**src/rtl/instruction_loader_if.sv**
```systemverilog
// Byte-stream loader bus: host-side request/byte stream plus instruction
// memory write port and CPU status. Handshake: a byte moves only in a cycle
// where rx_valid and rx_ready are both high at the rising clock edge;
// rx_ready never depends on rx_valid, and the host holds rx_data stable while
// rx_valid is high and rx_ready is low.
`timescale 1ns/1ps
interface instruction_loader_if;
  logic        start;
  logic [7:0]  rx_data;
  logic        rx_valid;
  logic        rx_ready;
  logic        wr_en;
  logic [31:0] wr_addr;
  logic [31:0] wr_data;
  logic        cpu_hold;
  logic        done;
  logic        error;
  logic [15:0] word_count;

  // Host / byte source side
  modport master (
    output start, rx_data, rx_valid,
    input  rx_ready, wr_en, wr_addr, wr_data, cpu_hold, done, error, word_count
  );

  // Loader side
  modport slave (
    input  start, rx_data, rx_valid,
    output rx_ready, wr_en, wr_addr, wr_data, cpu_hold, done, error, word_count
  );
endinterface

```
**src/rtl/instruction_loader.sv**
```systemverilog
// Instruction loader: receives a 16-bit big-endian word count followed by
// that many 32-bit words (MSB first) and writes them to instruction memory
// at consecutive word addresses, holding the CPU frozen until done.
`timescale 1ns/1ps
module instruction_loader #(
  parameter logic [31:0] BASE_ADDR = 32'h0000_0000,
  parameter int          MAX_WORDS = 256
) (
  input  logic                 clk,
  input  logic                 reset,
  instruction_loader_if.slave  bus,
  output logic [2:0]           state_dbg
);

  typedef enum logic [2:0] {
    S_IDLE   = 3'd0,
    S_LEN_HI = 3'd1,
    S_LEN_LO = 3'd2,
    S_DATA   = 3'd3,
    S_DONE   = 3'd4,
    S_ERR    = 3'd5
  } state_t;

  localparam logic [31:0] MAX_WORDS_U = 32'(MAX_WORDS);

  state_t      state;
  state_t      state_nxt;
  logic [15:0] word_count_q;
  logic [15:0] index_q;
  logic [1:0]  byte_cnt_q;
  logic [23:0] acc_q;
  logic        wr_en_q;
  logic [31:0] wr_addr_q;
  logic [31:0] wr_data_q;

  logic        rx_ready;
  logic        done;
  logic        error;
  logic        cpu_hold;
  logic        xfer;
  logic        start_ok;
  logic [15:0] hdr_count;
  logic        hdr_bad;
  logic        word_end;
  logic        last_word;

  // Start is honoured only when no load is in progress.
  assign start_ok  = bus.start && (state == S_IDLE || state == S_DONE || state == S_ERR);
  assign xfer      = bus.rx_valid && rx_ready;
  // Count formed by the low header byte currently on the bus.
  assign hdr_count = {word_count_q[15:8], bus.rx_data};
  assign hdr_bad   = (hdr_count == 16'd0) || ({16'h0, hdr_count} > MAX_WORDS_U);
  assign word_end  = xfer && (state == S_DATA) && (byte_cnt_q == 2'd3);
  assign last_word = (index_q == word_count_q - 16'd1);

  // State register
  always_ff @(posedge clk) begin
    if (reset) state <= S_IDLE;
    else       state <= state_nxt;
  end

  // Next-state decode
  always_comb begin
    state_nxt = state;
    case (state)
      S_IDLE, S_DONE, S_ERR: if (start_ok) state_nxt = S_LEN_HI;
      S_LEN_HI:              if (xfer) state_nxt = S_LEN_LO;
      S_LEN_LO:              if (xfer) state_nxt = hdr_bad ? S_ERR : S_DATA;
      S_DATA:                if (word_end && last_word) state_nxt = S_DONE;
      default:               state_nxt = S_IDLE;
    endcase
  end

  // Status outputs; done waits out the final write pulse in the first DONE cycle
  always_comb begin
    rx_ready = 1'b0;
    done     = 1'b0;
    error    = 1'b0;
    cpu_hold = 1'b1;
    case (state)
      S_LEN_HI, S_LEN_LO, S_DATA: rx_ready = 1'b1;
      S_DONE: begin
        done     = ~wr_en_q;
        cpu_hold = wr_en_q;
      end
      S_ERR:   error = 1'b1;
      default: ;
    endcase
  end

  // Header capture, byte assembly and the registered memory write port
  always_ff @(posedge clk) begin
    if (reset) begin
      word_count_q <= 16'd0;
      index_q      <= 16'd0;
      byte_cnt_q   <= 2'd0;
      acc_q        <= 24'd0;
      wr_en_q      <= 1'b0;
      wr_addr_q    <= BASE_ADDR;
      wr_data_q    <= 32'd0;
    end else begin
      wr_en_q <= word_end;
      if (start_ok) begin
        index_q    <= 16'd0;
        byte_cnt_q <= 2'd0;
      end
      if (xfer && state == S_LEN_HI) word_count_q[15:8] <= bus.rx_data;
      if (xfer && state == S_LEN_LO) word_count_q[7:0]  <= bus.rx_data;
      if (xfer && state == S_DATA) begin
        acc_q      <= {acc_q[15:0], bus.rx_data};
        byte_cnt_q <= byte_cnt_q + 2'd1;
        if (byte_cnt_q == 2'd3) begin
          wr_data_q <= {acc_q, bus.rx_data};
          wr_addr_q <= BASE_ADDR + {14'd0, index_q, 2'b00};
          index_q   <= index_q + 16'd1;
        end
      end
    end
  end

  assign bus.rx_ready   = rx_ready;
  assign bus.wr_en      = wr_en_q;
  assign bus.wr_addr    = wr_addr_q;
  assign bus.wr_data    = wr_data_q;
  assign bus.cpu_hold   = cpu_hold;
  assign bus.done       = done;
  assign bus.error      = error;
  assign bus.word_count = word_count_q;
  assign state_dbg      = state;

endmodule

```
**src/flat_wrapper.sv**
```systemverilog
// flat-port wrapper written by rule: the top's interface ports become plain ports
module instruction_loader_flat 
#(
  parameter logic [31:0] BASE_ADDR = 32'h0000_0000,
  parameter int          MAX_WORDS = 256
)
  (clk, reset, state_dbg, bus_start, bus_rx_data, bus_rx_valid, bus_rx_ready, bus_wr_en, bus_wr_addr, bus_wr_data, bus_cpu_hold, bus_done, bus_error, bus_word_count);
  instruction_loader_if bus_i ();
  input  logic clk;
  input  logic reset;
  output logic [2:0] state_dbg;
  input wire logic [$bits(bus_i.start)-1:0] bus_start;
  input wire logic [$bits(bus_i.rx_data)-1:0] bus_rx_data;
  input wire logic [$bits(bus_i.rx_valid)-1:0] bus_rx_valid;
  output wire logic [$bits(bus_i.rx_ready)-1:0] bus_rx_ready;
  output wire logic [$bits(bus_i.wr_en)-1:0] bus_wr_en;
  output wire logic [$bits(bus_i.wr_addr)-1:0] bus_wr_addr;
  output wire logic [$bits(bus_i.wr_data)-1:0] bus_wr_data;
  output wire logic [$bits(bus_i.cpu_hold)-1:0] bus_cpu_hold;
  output wire logic [$bits(bus_i.done)-1:0] bus_done;
  output wire logic [$bits(bus_i.error)-1:0] bus_error;
  output wire logic [$bits(bus_i.word_count)-1:0] bus_word_count;
  assign bus_i.start = bus_start;
  assign bus_i.rx_data = bus_rx_data;
  assign bus_i.rx_valid = bus_rx_valid;
  assign bus_rx_ready = bus_i.rx_ready;
  assign bus_wr_en = bus_i.wr_en;
  assign bus_wr_addr = bus_i.wr_addr;
  assign bus_wr_data = bus_i.wr_data;
  assign bus_cpu_hold = bus_i.cpu_hold;
  assign bus_done = bus_i.done;
  assign bus_error = bus_i.error;
  assign bus_word_count = bus_i.word_count;
  instruction_loader #(.BASE_ADDR(BASE_ADDR), .MAX_WORDS(MAX_WORDS)) u_core (.clk(clk), .reset(reset), .bus(bus_i), .state_dbg(state_dbg));
endmodule
```
**config.mk**
```make
export PLATFORM = sky130hd
export DESIGN_NAME = instruction_loader_flat
export DESIGN_NICKNAME = d
export VERILOG_FILES = /design/src/rtl/instruction_loader_if.sv /design/src/rtl/instruction_loader.sv /design/src/flat_wrapper.sv
export SDC_FILE = /design/constraint.sdc
export NUM_CORES = 1
export LEC_CHECK = 0
export CORE_MARGIN = 10
export CORE_UTILIZATION = 50
export CTS_CLUSTER_SIZE = 24
export DETAILED_ROUTE_END_ITERATION = 8
export HOLD_SLACK_MARGIN = 0.08
export PLACE_DENSITY = 0.78
export SLEW_MARGIN = 25
export SYNTH_ARGS = -nofsm -noshare
export SYNTH_HDL_FRONTEND = slang
export SYNTH_SLANG_ARGS = --single-unit
```
**constraint.sdc**
```tcl
create_clock -name clk -period 6 [get_ports clk]
set_input_delay 0.9 -clock clk [delete_from_list [all_inputs] [get_ports clk]]
set_output_delay 0.9 -clock clk [all_outputs]
set_load 0.03 [all_outputs]
```
==> flow_summary_export.csv <==
group,metric,value,unit
synthesis,yosys.cell_types.count,56,
clock_network,cts_sinks,110,
power,combPwrFrac,16.9,%
routing,drc,0,
synthesis,synthTopCellsByCount,"180 x nand2_1, 110 x dfxtp_1, 97 x a21oi_1",
routing,num_vias,4662,
clock_network,cts_root_buffer,"clkbuf_8",
global_route,grt_pass1_vias,4399,
clock_network,cts_buffers,9,
place,place_ws,2.03,ns
sta,finalSetupViolCount,0,
die,rows,36,
routing,first_pass_iters,5,
power,p_per_area,241,mW/mm2
cells_and_area,drive_gt1_share,4.92,%
critical_path,startpoint_type,"primary input",
power,clkPwrFrac,30.1,%
synthesis,yosysTopAreaCellShare,43.5,%
sta,tightest_slew,0.979,ns
sta,skew,0.0129,ns
power,switching_share,31.5,%
sta,hold_viol,0,
sta,fin_crit_sh,59.8,%
global_route,grt_antenna_before_repair,0,
die,boundaryPins,100,
critical_path,regToRegSetupSlack,2.88,ns
sta,slew_violations,0,
cells_and_area,final_nets,721,
power,seqPwrFrac,53.1,%
clock_network,cts_buffer_depth,2,
synthesis,synth_top_area_cell,"dfxtp_1",
synthesis,yosysSeqAreaShare,43.5,%
routing,drt_iter0_markers,335,
hold_path,min_path_type,"reg -> reg",
clock_network,post-cts-setup-buffers,0,
run,cap_violations,0,
cells_and_area,stdcell_count,844,
routing,totalWireLength,13.7,mm
sta,period_needed,3.59,ns
cells_and_area,antenna_cells,0,
global_route,grt_pass1_wl,22.4,mm
clock_network,h-tree-depth,3,
synthesis,synth-main-ff-cell,"dfxtp_1",
critical_path,critPathArrivalTime,3.87,ns
critical_path,path_max_fanout,44,
die,fp.dieW,121,um
cells_and_area,synthToLayoutAreaGrowth,19.0,%
clock_network,clk_pin_slew,0.10,ns
synthesis,synth.area.top_cells,"dfxtp_1 43%, nand2_1 13%, a21oi_1 9.6%",
synthesis,synthCells,656,
routing,postRouteAntennaNets,0,
critical_path,critical_path_class,"in -> reg",
outcome,status,"complete, no violations",
global_route,overflow,0,
synthesis,synth.avg_cell_area,7.72,um2
clock_network,cts_resized,0,
clock_network,cts_hold_buf,0,
sta,setup_tns,0,ns
synthesis,ys_seq_elements,110,
power,p_switching,457,uW
die,core-area,0.00982,mm2
sta,finalWorstSetupSlack,2.41,ns
place,place_hpwl,10.0,mm
synthesis,synth_area,0.00507,mm2
place,port_buffers,83,
die,initial_core_util,51.6,%
sta,grt_setup_unrepaired,"false",
cells_and_area,nFillCells,914,
synthesis,synth_edf_count,0,
power,vdd_drop_max,0.124,mV
place,gp_congestion,0.920,
clock_network,cts_tree,"yes",
critical_path,critPathRequiredTime,6.28,ns
place,place_inst,828,
synthesis,synth_most_common_cell,"nand2_1",
global_route,grt_max_degree,70,
routing,routedWlPerCell,16.2,um
die,die_area,0.0146,mm2
power,p_leak,2.03,nW
synthesis,yosys_warnings,0,
sta,fmax,0.279,GHz
global_route,track_usage,18.4,%
power,internal_power,995,uW
critical_path,cp-end-kind,"register",
synthesis,async_reset_ff_share,0,%
die,die_height,121,um
sta,slew_headroom,34.7,%
sta,hold_ws,0.458,ns
routing,vias_per_cell,5.52,
clock_network,clk_latency,0.38,ns
## critical path, cell delays in order
cell,delay [ns]
clkdlybuf4s50_1,0.60
and4b_1,0.89
and2_2,0.54
buf_4,0.46
a41oi_1,0.19
a311oi_1,0.28
## worst paths after layout
kind	from	to	cells after the start
max	bus_rx_valid	u_core.index_q[15]	6
min	u_core.bus.wr_addr[6]	u_core.bus.wr_addr[6]	2
max reg2reg	u_core.state_dbg[1]	u_core.index_q[15]	5
min reg2reg	u_core.bus.wr_addr[6]	u_core.bus.wr_addr[6]	2
## power by group through the flow
stage / Combinational, mW / Clock, mW / Sequential (mW)
2_1_floorplan: 0.177 / 0 / 0.788
3_3_place_gp: 0.239 / 0 / 0.786
3_5_place_dp: 0.242 / 0 / 0.787
4_1_cts: 0.243 / 0.445 / 0.770
5_1_grt: 0.266 / 0.471 / 0.774
6_report: 0.245 / 0.437 / 0.771
## layout by cell type (no fill, tap or decap), types with 4 or more instances in the layout
cell,synthesis,routed
o21ai_0,8,8
nand4_1,7,7
nand3_1,21,20
conb_1,1,16
xor2_1,13,13
or2_2,5,5
and3_1,5,5
a21oi_1,97,97
a2111oi_0,4,4
a311oi_1,4,4
and2_1,6,5
nor3_1,16,16
or3_1,5,5
nor2_1,26,26
nand2_1,180,180
xnor2_1,16,16
mux2i_1,9,9
clkdlybuf4s50_1,0,82
clkbuf_8,0,9
nor4_1,4,4
dfxtp_1,110,110
inv_1,8,8
nand2b_1,4,4
or4_1,6,6
## flip-flops by register name, indices dropped and copies added (netlist names)
register / cells
u_core.acc_q: 24
u_core.bus.word_count: 16
u_core.byte_cnt_q: 2
u_core.index_q: 16
u_core.bus.wr_addr: 16
u_core.bus.wr_en: 1
u_core.state_dbg: 3
u_core.bus.wr_data: 32
## through the flow
step	cell area [um2]	total power, mW	util, %
after global placement	5830	1.03	59.4
after global routing	6030	1.51	61.4
final	6030	1.45	61.4
after floorplan	5120	0.965	-
after CTS	6030	1.46	61.4
after detailed placement	5830	1.03	59.4
## layout make-up
| type | count | area (um2) | share of cell area, % |
|---|---|---|---|
| clock buffers | 10 | 128 | 2.12 |
| well taps | 133 | 166 | 2.76 |
| repair buffers | 86 | 848 | 14.1 |
| multi-input cells | 491 | 2590 | 43.0 |
| inverters | 8 | 30.0 | 0.498 |
| clock inverters | 6 | 63.8 | 1.06 |
| flip-flops and latches | 110 | 2200 | 36.5 |
## routing by layer
metal  share of wire, %  track usage [%]  wire length [um]  vias to the layer above
li1                   -                -                 -                     2294
met1                 42             22.0              5710                     2186
met2                 49             31.1              6670                      156
met3                7.0             5.26               949                       26
met4                2.4             6.41               322                        0
met5                  0                0                 0                        -
## kinds of logic after synthesis
| kind of cell | share of synthesized area, % |
|---|---|
| AO/OA/AOI/OAI | 15.3 |
| XOR/XNOR | 5.01 |
| adder cells (fa/ha/maj) | 0.741 |
| buffers and inverters | 6.59 |
| flip-flops | 43.5 |
| multiplexers | 1.78 |
| other | 0.0740 |
| AND/OR/NAND/NOR | 27.1 |
No activity file was read; power rests on OpenSTA's default activity.
